File: config.mk
export PLATFORM = sky130hd
export DESIGN_NAME = scan_rate_controller
export DESIGN_NICKNAME = d
export VERILOG_FILES = /design/src/rtl/scan_rate_controller.sv
export SDC_FILE = /design/constraint.sdc
export NUM_CORES = 1
export LEC_CHECK = 0
export ABC_AREA = 1
export CAP_MARGIN = 40
export CELL_PAD_IN_SITES_DETAIL_PLACEMENT = 0
export CELL_PAD_IN_SITES_GLOBAL_PLACEMENT = 1
export CORE_MARGIN = 5
export CORE_UTILIZATION = 44
export CTS_CLUSTER_DIAMETER = 150
export DETAILED_ROUTE_END_ITERATION = 10
export HOLD_SLACK_MARGIN = 0.05
export PLACE_DENSITY = 0.87
export REMOVE_ABC_BUFFERS = 1
export SETUP_SLACK_MARGIN = 0.02
export SYNTH_ARGS = -nofsm -noshare
export SYNTH_HDL_FRONTEND = slang
export SYNTH_SLANG_ARGS = --single-unit
File: constraint.sdc
create_clock -name clk -period 8.6 [get_ports clk]
set_clock_uncertainty 0.15 [all_clocks]
set_input_delay 0.86 -clock clk [delete_from_list [all_inputs] [get_ports clk]]
set_output_delay 0.86 -clock clk [all_outputs]
set_load 0.02 [all_outputs]
File: src/rtl/scan_rate_controller.sv
// scan_rate_controller: locks onto motor revolution period and derives per-frame sample timing
// Optional watchdog: define SCAN_WATCHDOG_EN to fault when no index arrives within TIMEOUT cycles.
module scan_rate_controller #(
    parameter int CNT_W     = 26,
    parameter int RES_W     = 9,
    parameter int LOCK_REVS = 2,
    parameter int TOL_SHIFT = 4
`ifdef SCAN_WATCHDOG_EN
    , parameter int TIMEOUT = 50_000_000
`endif
) (
    input  logic             clk,
    input  logic             n_rst,
    input  logic             start_req,
    input  logic [RES_W-1:0] res_cfg,
    input  logic             index_in,
    output logic [CNT_W-1:0] time_set,
    output logic [RES_W-1:0] resolution,
    output logic             sample_en,
    output logic             locked,
    output logic             fault,
    output logic [CNT_W-1:0] period,
    output logic             busy
);
    localparam logic [2:0] S_IDLE  = 3'd0;
    localparam logic [2:0] S_ARM   = 3'd1;
    localparam logic [2:0] S_MEAS  = 3'd2;
    localparam logic [2:0] S_DIV   = 3'd3;
    localparam logic [2:0] S_LOCK  = 3'd4;
    localparam logic [2:0] S_FAULT = 3'd5;
    localparam logic [CNT_W-1:0] CNT_MAX = '1;
    localparam int DW = $clog2(CNT_W + 1);

    logic [2:0]       state;
    logic             sync1, sync2, sync_d;
    logic             idx_p, match, run, watch, stall, div_done;
    logic [CNT_W-1:0] cnt, prev_period, cap, tol, delta, div_q, div_r;
    logic [CNT_W:0]   div_sh, div_diff;
    logic [DW-1:0]    div_cnt;
    logic [7:0]       match_cnt;
    logic             first_cap;

    assign idx_p    = sync2 & ~sync_d;
    assign cap      = cnt + 1'b1;
    assign tol      = prev_period >> TOL_SHIFT;
    assign delta    = cap >= prev_period ? cap - prev_period : prev_period - cap;
    assign match    = delta <= tol;
    assign watch    = state == S_ARM || state == S_MEAS || state == S_LOCK;
    assign run      = watch || state == S_DIV;
`ifdef SCAN_WATCHDOG_EN
    assign stall    = watch && (cnt == CNT_MAX || (cnt == CNT_W'(TIMEOUT) && !idx_p));
`else
    assign stall    = watch && cnt == CNT_MAX;
`endif
    assign div_sh   = {div_r, div_q[CNT_W-1]};
    assign div_diff = div_sh - (CNT_W + 1)'(resolution);
    assign div_done = div_cnt == DW'(CNT_W);

    assign sample_en = state == S_LOCK;
    assign locked    = sample_en;
    assign fault     = state == S_FAULT;
    assign busy      = state != S_IDLE && state != S_FAULT;

    // two-flop synchronizer followed by an edge register for the index pin
    always_ff @(posedge clk or negedge n_rst) begin
        if (!n_rst) {sync1, sync2, sync_d} <= '0;
        else        {sync1, sync2, sync_d} <= {index_in, sync1, sync2};
    end

    // revolution period counter, restarted by each index and held clear when idle
    always_ff @(posedge clk or negedge n_rst) begin
        if (!n_rst)                cnt <= '0;
        else if (!run || idx_p)    cnt <= '0;
        else if (cnt != CNT_MAX)   cnt <= cnt + 1'b1;
    end

    // sequencing: arm, measure until stable, divide, then track lock
    always_ff @(posedge clk or negedge n_rst) begin
        if (!n_rst) begin
            state       <= S_IDLE;
            resolution  <= '0;
            time_set    <= '0;
            period      <= '0;
            prev_period <= '0;
            match_cnt   <= '0;
            first_cap   <= 1'b0;
            div_q       <= '0;
            div_r       <= '0;
            div_cnt     <= '0;
        end else if (state != S_IDLE && !start_req) begin
            state <= S_IDLE;
        end else begin
            case (state)
                S_IDLE: if (start_req && res_cfg != '0) begin
                    resolution <= res_cfg;
                    state      <= S_ARM;
                end
                S_ARM: if (stall) state <= S_FAULT;
                else if (idx_p) begin
                    state     <= S_MEAS;
                    match_cnt <= '0;
                    first_cap <= 1'b1;
                end
                S_MEAS: if (stall) state <= S_FAULT;
                else if (idx_p) begin
                    period      <= cap;
                    prev_period <= cap;
                    first_cap   <= 1'b0;
                    match_cnt   <= !first_cap && match ? match_cnt + 8'd1 : 8'd0;
                    if (!first_cap && match && match_cnt + 8'd1 == 8'(LOCK_REVS)) begin
                        state   <= S_DIV;
                        div_q   <= cap;
                        div_r   <= '0;
                        div_cnt <= '0;
                    end
                end
                S_DIV: begin
                    if (idx_p) begin
                        period      <= cap;
                        prev_period <= cap;
                    end
                    if (div_done) begin
                        state <= div_q < CNT_W'(2) ? S_FAULT : S_LOCK;
                        if (div_q >= CNT_W'(2)) time_set <= div_q;
                    end else begin
                        div_r   <= div_diff[CNT_W] ? div_sh[CNT_W-1:0] : div_diff[CNT_W-1:0];
                        div_q   <= {div_q[CNT_W-2:0], ~div_diff[CNT_W]};
                        div_cnt <= div_cnt + 1'b1;
                    end
                end
                S_LOCK: if (stall) state <= S_FAULT;
                else if (idx_p) begin
                    period      <= cap;
                    prev_period <= cap;
                    if (!match) begin
                        state     <= S_MEAS;
                        match_cnt <= '0;
                        first_cap <= 1'b0;
                    end
                end
                S_FAULT: state <= S_FAULT;
                default: state <= S_IDLE;
            endcase
        end
    end
endmodule
==> results.md <==
Run status:
- The flow ran to the end, and the final reports show no timing, DRC or antenna violations.

Finish:
- The signed area change from the synthesized netlist to the final layout is 14.7%.
- The layout cell share with drive strength beyond 1 is 4.82%.
- The final layout net count is 2,019.
- The non-filler instance count after layout is 2,307.
- The number of antenna diodes in the final layout is 0.
- The filler cell count in the final layout is 2,872.

Setup path:
- The cell with the largest stage delay on the worst path is sky130_fd_sc_hd__dfrtp_1.
- Among the stages of the critical path, the cell type that occurs most often is sky130_fd_sc_hd__nand2_1.
- The reg-to-reg critical path endpoint is div_cnt[1].
- Tracing the worst setup path back leads to its startpoint at cnt[0].
- The startpoint of the most critical register-to-register path is cnt[0].
- The largest single stage delay on the critical path is 0.45 ns.
- The critical path is of the flop to flop type.
- The critical path endpoint category is a flop.
- In this run the worst path has a maximum fanout of 49.
- The required arrival time at the worst endpoint is 8.76 ns.
- Setup slack on the worst reg-to-reg path comes out at 1.03 ns.
- The worst register-to-register path has a depth of 47.
- Data on the critical path arrives at its endpoint at 7.72 ns.
- The startpoint type of the worst setup path is a flop.

Worst hold path:
- The worst min-delay path startpoint is sync1.
- The worst min-delay path category is flop to flop.
- The end point of the worst hold path is sync2.
- Counting instances, the worst hold path has a depth of 0.

STA:
- Setup slack closes at 1.03 ns.
- The number of hold-slack violations in the final timing report is 0.
- The clock period minus worst slack is 7.57 ns.
- Setup repair after global routing left no endpoint under its margin.
- Adding up every negative setup slack in the final design gives 0 ns.
- The number of max-slew violations in the final report came to 0.
- The number of setup violations in the final report is 0.
- The actual slew at the worst max-slew pin is 0.815 ns.
- Headroom to the max-slew limit came out at 45.2%.
- In the finished design, the share of the clock period the worst path needs comes to 88.0%.
- The peak clock frequency supported by timing is 132 MHz.

Clock tree:
- The clock net sink count is 159.
- The H-tree was split into 4 levels.
- TritonCTS built the clock tree.
- In this run the clock root is driven by a sky130_fd_sc_hd__clkbuf_16.
- The post-cts gate resize count is 0.
- The clock reaches the later pin of the worst-skew pair after 0.43 ns.
- Post-CTS timing repair inserted 0 buffers for setup.
- Clock tree synthesis inserted a total of 17 buffers.
- After clock tree synthesis, the clock-pin slew on the worst setup and hold paths is 0.07 ns.
- The maximum number of buffers from clock root to sink is 2.
- The hold buffer count at CTS is 0.

Global routing:
- Entering global routing, the biggest net connects 87 pins.
- The via count of the first global-routing pass is 11,300.
- The first global-routing pass estimated 57,600 um of wire.
- Across every metal layer, demand over resource in global routing totals 22.8%.
- For this run the aggregate overflow at the end of global routing stands at 0.
- The number of antenna violations at the first check in global routing was 0.

Die:
- The floorplan step defined a die boundary enclosing 0.0313 mm^2.
- The width of the chip is 177 um.
- The floorplan step defined a core boundary enclosing 0.0276 mm^2.
- In this run the core area contains 61 standard-cell rows.
- The initial standard-cell utilization of the core is 44.3%.
- Measured along the y axis, the die boundary spans 177 um.
- Pin placement for this block handled 78 I/O pins.

Synthesis:
- After synthesis, flip-flops and latches occupy 32.5% of the total area.
- Synthesis handed over a netlist of 1,846 instances.
- The Yosys step of the flow raised 0 warnings.
- The fraction of registers with async set/reset is 100%.
- The top cell type by area accounts for 32.5% of the synthesized area.
- The count of different cell masters after synthesis is 47.
- A synthesized cell averages 6.64 um^2.
- The cell area after technology mapping is 0.0123 mm^2.
- The number of enable-type register cells in the synthesized netlist is 0.
- The flip-flop cell with the highest count after synthesis is sky130_fd_sc_hd__dfrtp_1.
- Sorting the synthesized cells by area gives the leading types as sky130_fd_sc_hd__dfrtp_1, sky130_fd_sc_hd__nand2_1, sky130_fd_sc_hd__inv_1.
- sky130_fd_sc_hd__dfrtp_1 takes more of the synthesized area than any other cell.
- The post-synthesis register bit count is 159.

Placement:
- Routability-driven placement finished with a final weighted congestion of 1.00.
- The worst slack at placement is 1.18 ns.
- The number of port buffers is 77.
- The half-perimeter wire length after placement is 27,300 um.
- The placed instance count is 2,275.

Route:
- Once detail routing completed, the nets flagged for antenna violations numbered 0.
- The average routed wire per standard cell is 15.0 um.
- The first-pass iteration count of the detailed router is 6.
- The final layout contains routed wiring with a total length of 34,700 um.
- The detailed router's first-iteration violation count is 835.
- The total number of vias is 11,700.
- After detailed routing, the number of vias per cell comes to 5.05.
- In the routed design, unresolved DRC markers number 0.

Power:
- Summing internal, switching and leakage power gives 5.38 mW.
- Dividing total power by cell area gives a power density of 383 mW/mm^2.
- The maximum ir drop on the vdd rail is 0.285 mV.
- Summed over all cells, the static leakage comes to 7.36 nW.

Job:
- Max-cap violations in this run came to 0.
## cells in the mapped netlist, drive strengths merged (2+ instances only)
cell type,instances
a21boi,3
ha,87
nor2,147
nor3,19
a211oi,2
buf,14
o31ai,2
fa,3
nand2,601
nand4,30
or2,10
xor2,25
dfrtp,159
clkbuf,32
o21bai,5
nor4,12
o2111ai,2
o21ai,167
inv,309
xnor2,24
o211ai,10
nand3,101
a21oi,67
a21o,4
## cell type report
type                    count  area (um^2)  share of cell area [%]
well taps                 378          473                    3.36
clock buffers              18          429                    3.05
inverters                 310         1160                    8.28
repair buffers             97          955                    6.79
flip-flops and latches    159         3980                    28.3
multi-input cells        1331         6890                    49.0
clock inverters            14          170                    1.21
## routing by layer
layer | GRT usage [%] | vias up | share of wire (%)
li1 | - | 5946 | -
met1 | 30.8 | 5385 | 47
met2 | 38.0 | 260 | 46
met3 | 3.29 | 61 | 4.5
met4 | 7.22 | 0 | 2.8
met5 | 0 | - | 0
## worst max-delay path by stage
stage            endpoint  slack, ns
2_1_floorplan   div_q[10]       2.09
3_3_place_gp     div_q[9]       1.33
3_5_place_dp   div_cnt[1]       1.18
4_1_cts        div_cnt[1]       1.10
5_1_grt        div_cnt[2]       0.11
6_report       div_cnt[1]       1.03
## registers in the layout, summed over array words and instances, names as in the netlist, 3 cells and up
signal      cells
cnt            26
period         26
time_set       26
div_r          26
div_q          26
match_cnt       8
div_cnt         5
state           3
resolution      9
## where the power goes
part	total [mW]	internal (mW)	switching [mW]
logic	3.62	1.28	2.35
clock network	0.791	0.441	0.351
registers	0.965	0.859	0.106
## cell families after synthesis
family | synth area share [%]
and+or+nand+nor | 31.3
buffers and inverters | 11.4
xor gates and xnor gates | 3.50
adders and majority gates | 9.37
AOI/OAI and AO/OA | 11.8
muxes | 0.174
DFF | 32.5
## layout by cell type, fill, tap and decap left out, types with 5 or more instances in the layout
cell type,netlist,layout
sky130_fd_sc_hd__clkbuf_16,0,17
sky130_fd_sc_hd__o211ai_1,10,10
sky130_fd_sc_hd__o21ai_1,20,20
sky130_fd_sc_hd__o21ai_0,144,144
sky130_fd_sc_hd__inv_1,305,305
sky130_fd_sc_hd__a21oi_1,66,66
sky130_fd_sc_hd__nor2_2,7,7
sky130_fd_sc_hd__clkdlybuf4s50_1,0,76
sky130_fd_sc_hd__xor2_1,25,25
sky130_fd_sc_hd__nand3_1,98,98
sky130_fd_sc_hd__ha_1,87,87
sky130_fd_sc_hd__xnor2_1,24,24
sky130_fd_sc_hd__o21bai_1,5,5
sky130_fd_sc_hd__nand4_1,30,30
sky130_fd_sc_hd__dfrtp_1,159,159
sky130_fd_sc_hd__or2_2,10,10
sky130_fd_sc_hd__buf_4,1,18
sky130_fd_sc_hd__nor4_1,11,11
sky130_fd_sc_hd__nand2_1,595,595
sky130_fd_sc_hd__nor2_1,137,136
sky130_fd_sc_hd__nor3_1,19,19
## worst max-delay path, delay by kind of cell, from the launching register on
| family | cells | cell delay, ns |
|---|---|---|
| buffers and inverters | 7 | 0.77 |
| AOI/OAI and AO/OA | 7 | 1.04 |
| adders and majority gates | 3 | 0.85 |
| DFF | 1 | 0.45 |
| xor gates and xnor gates | 2 | 0.47 |
| and+or+nand+nor | 28 | 3.70 |
## through the flow
| step | utilization, % | hold slack (ns) | area, um^2 |
|---|---|---|---|
| 6_report | 50.9 | 0.229 | 14100 |
| 5_1_grt | 50.9 | 0.238 | 14100 |
| 4_1_cts | 50.9 | 0.230 | 14100 |
| 3_5_place_dp | 48.7 | 0.203 | 13500 |
| 3_3_place_gp | 48.6 | 0.183 | 13400 |
| 2_1_floorplan | - | 0.181 | 12000 |
(Power assumes the default switching activity.)
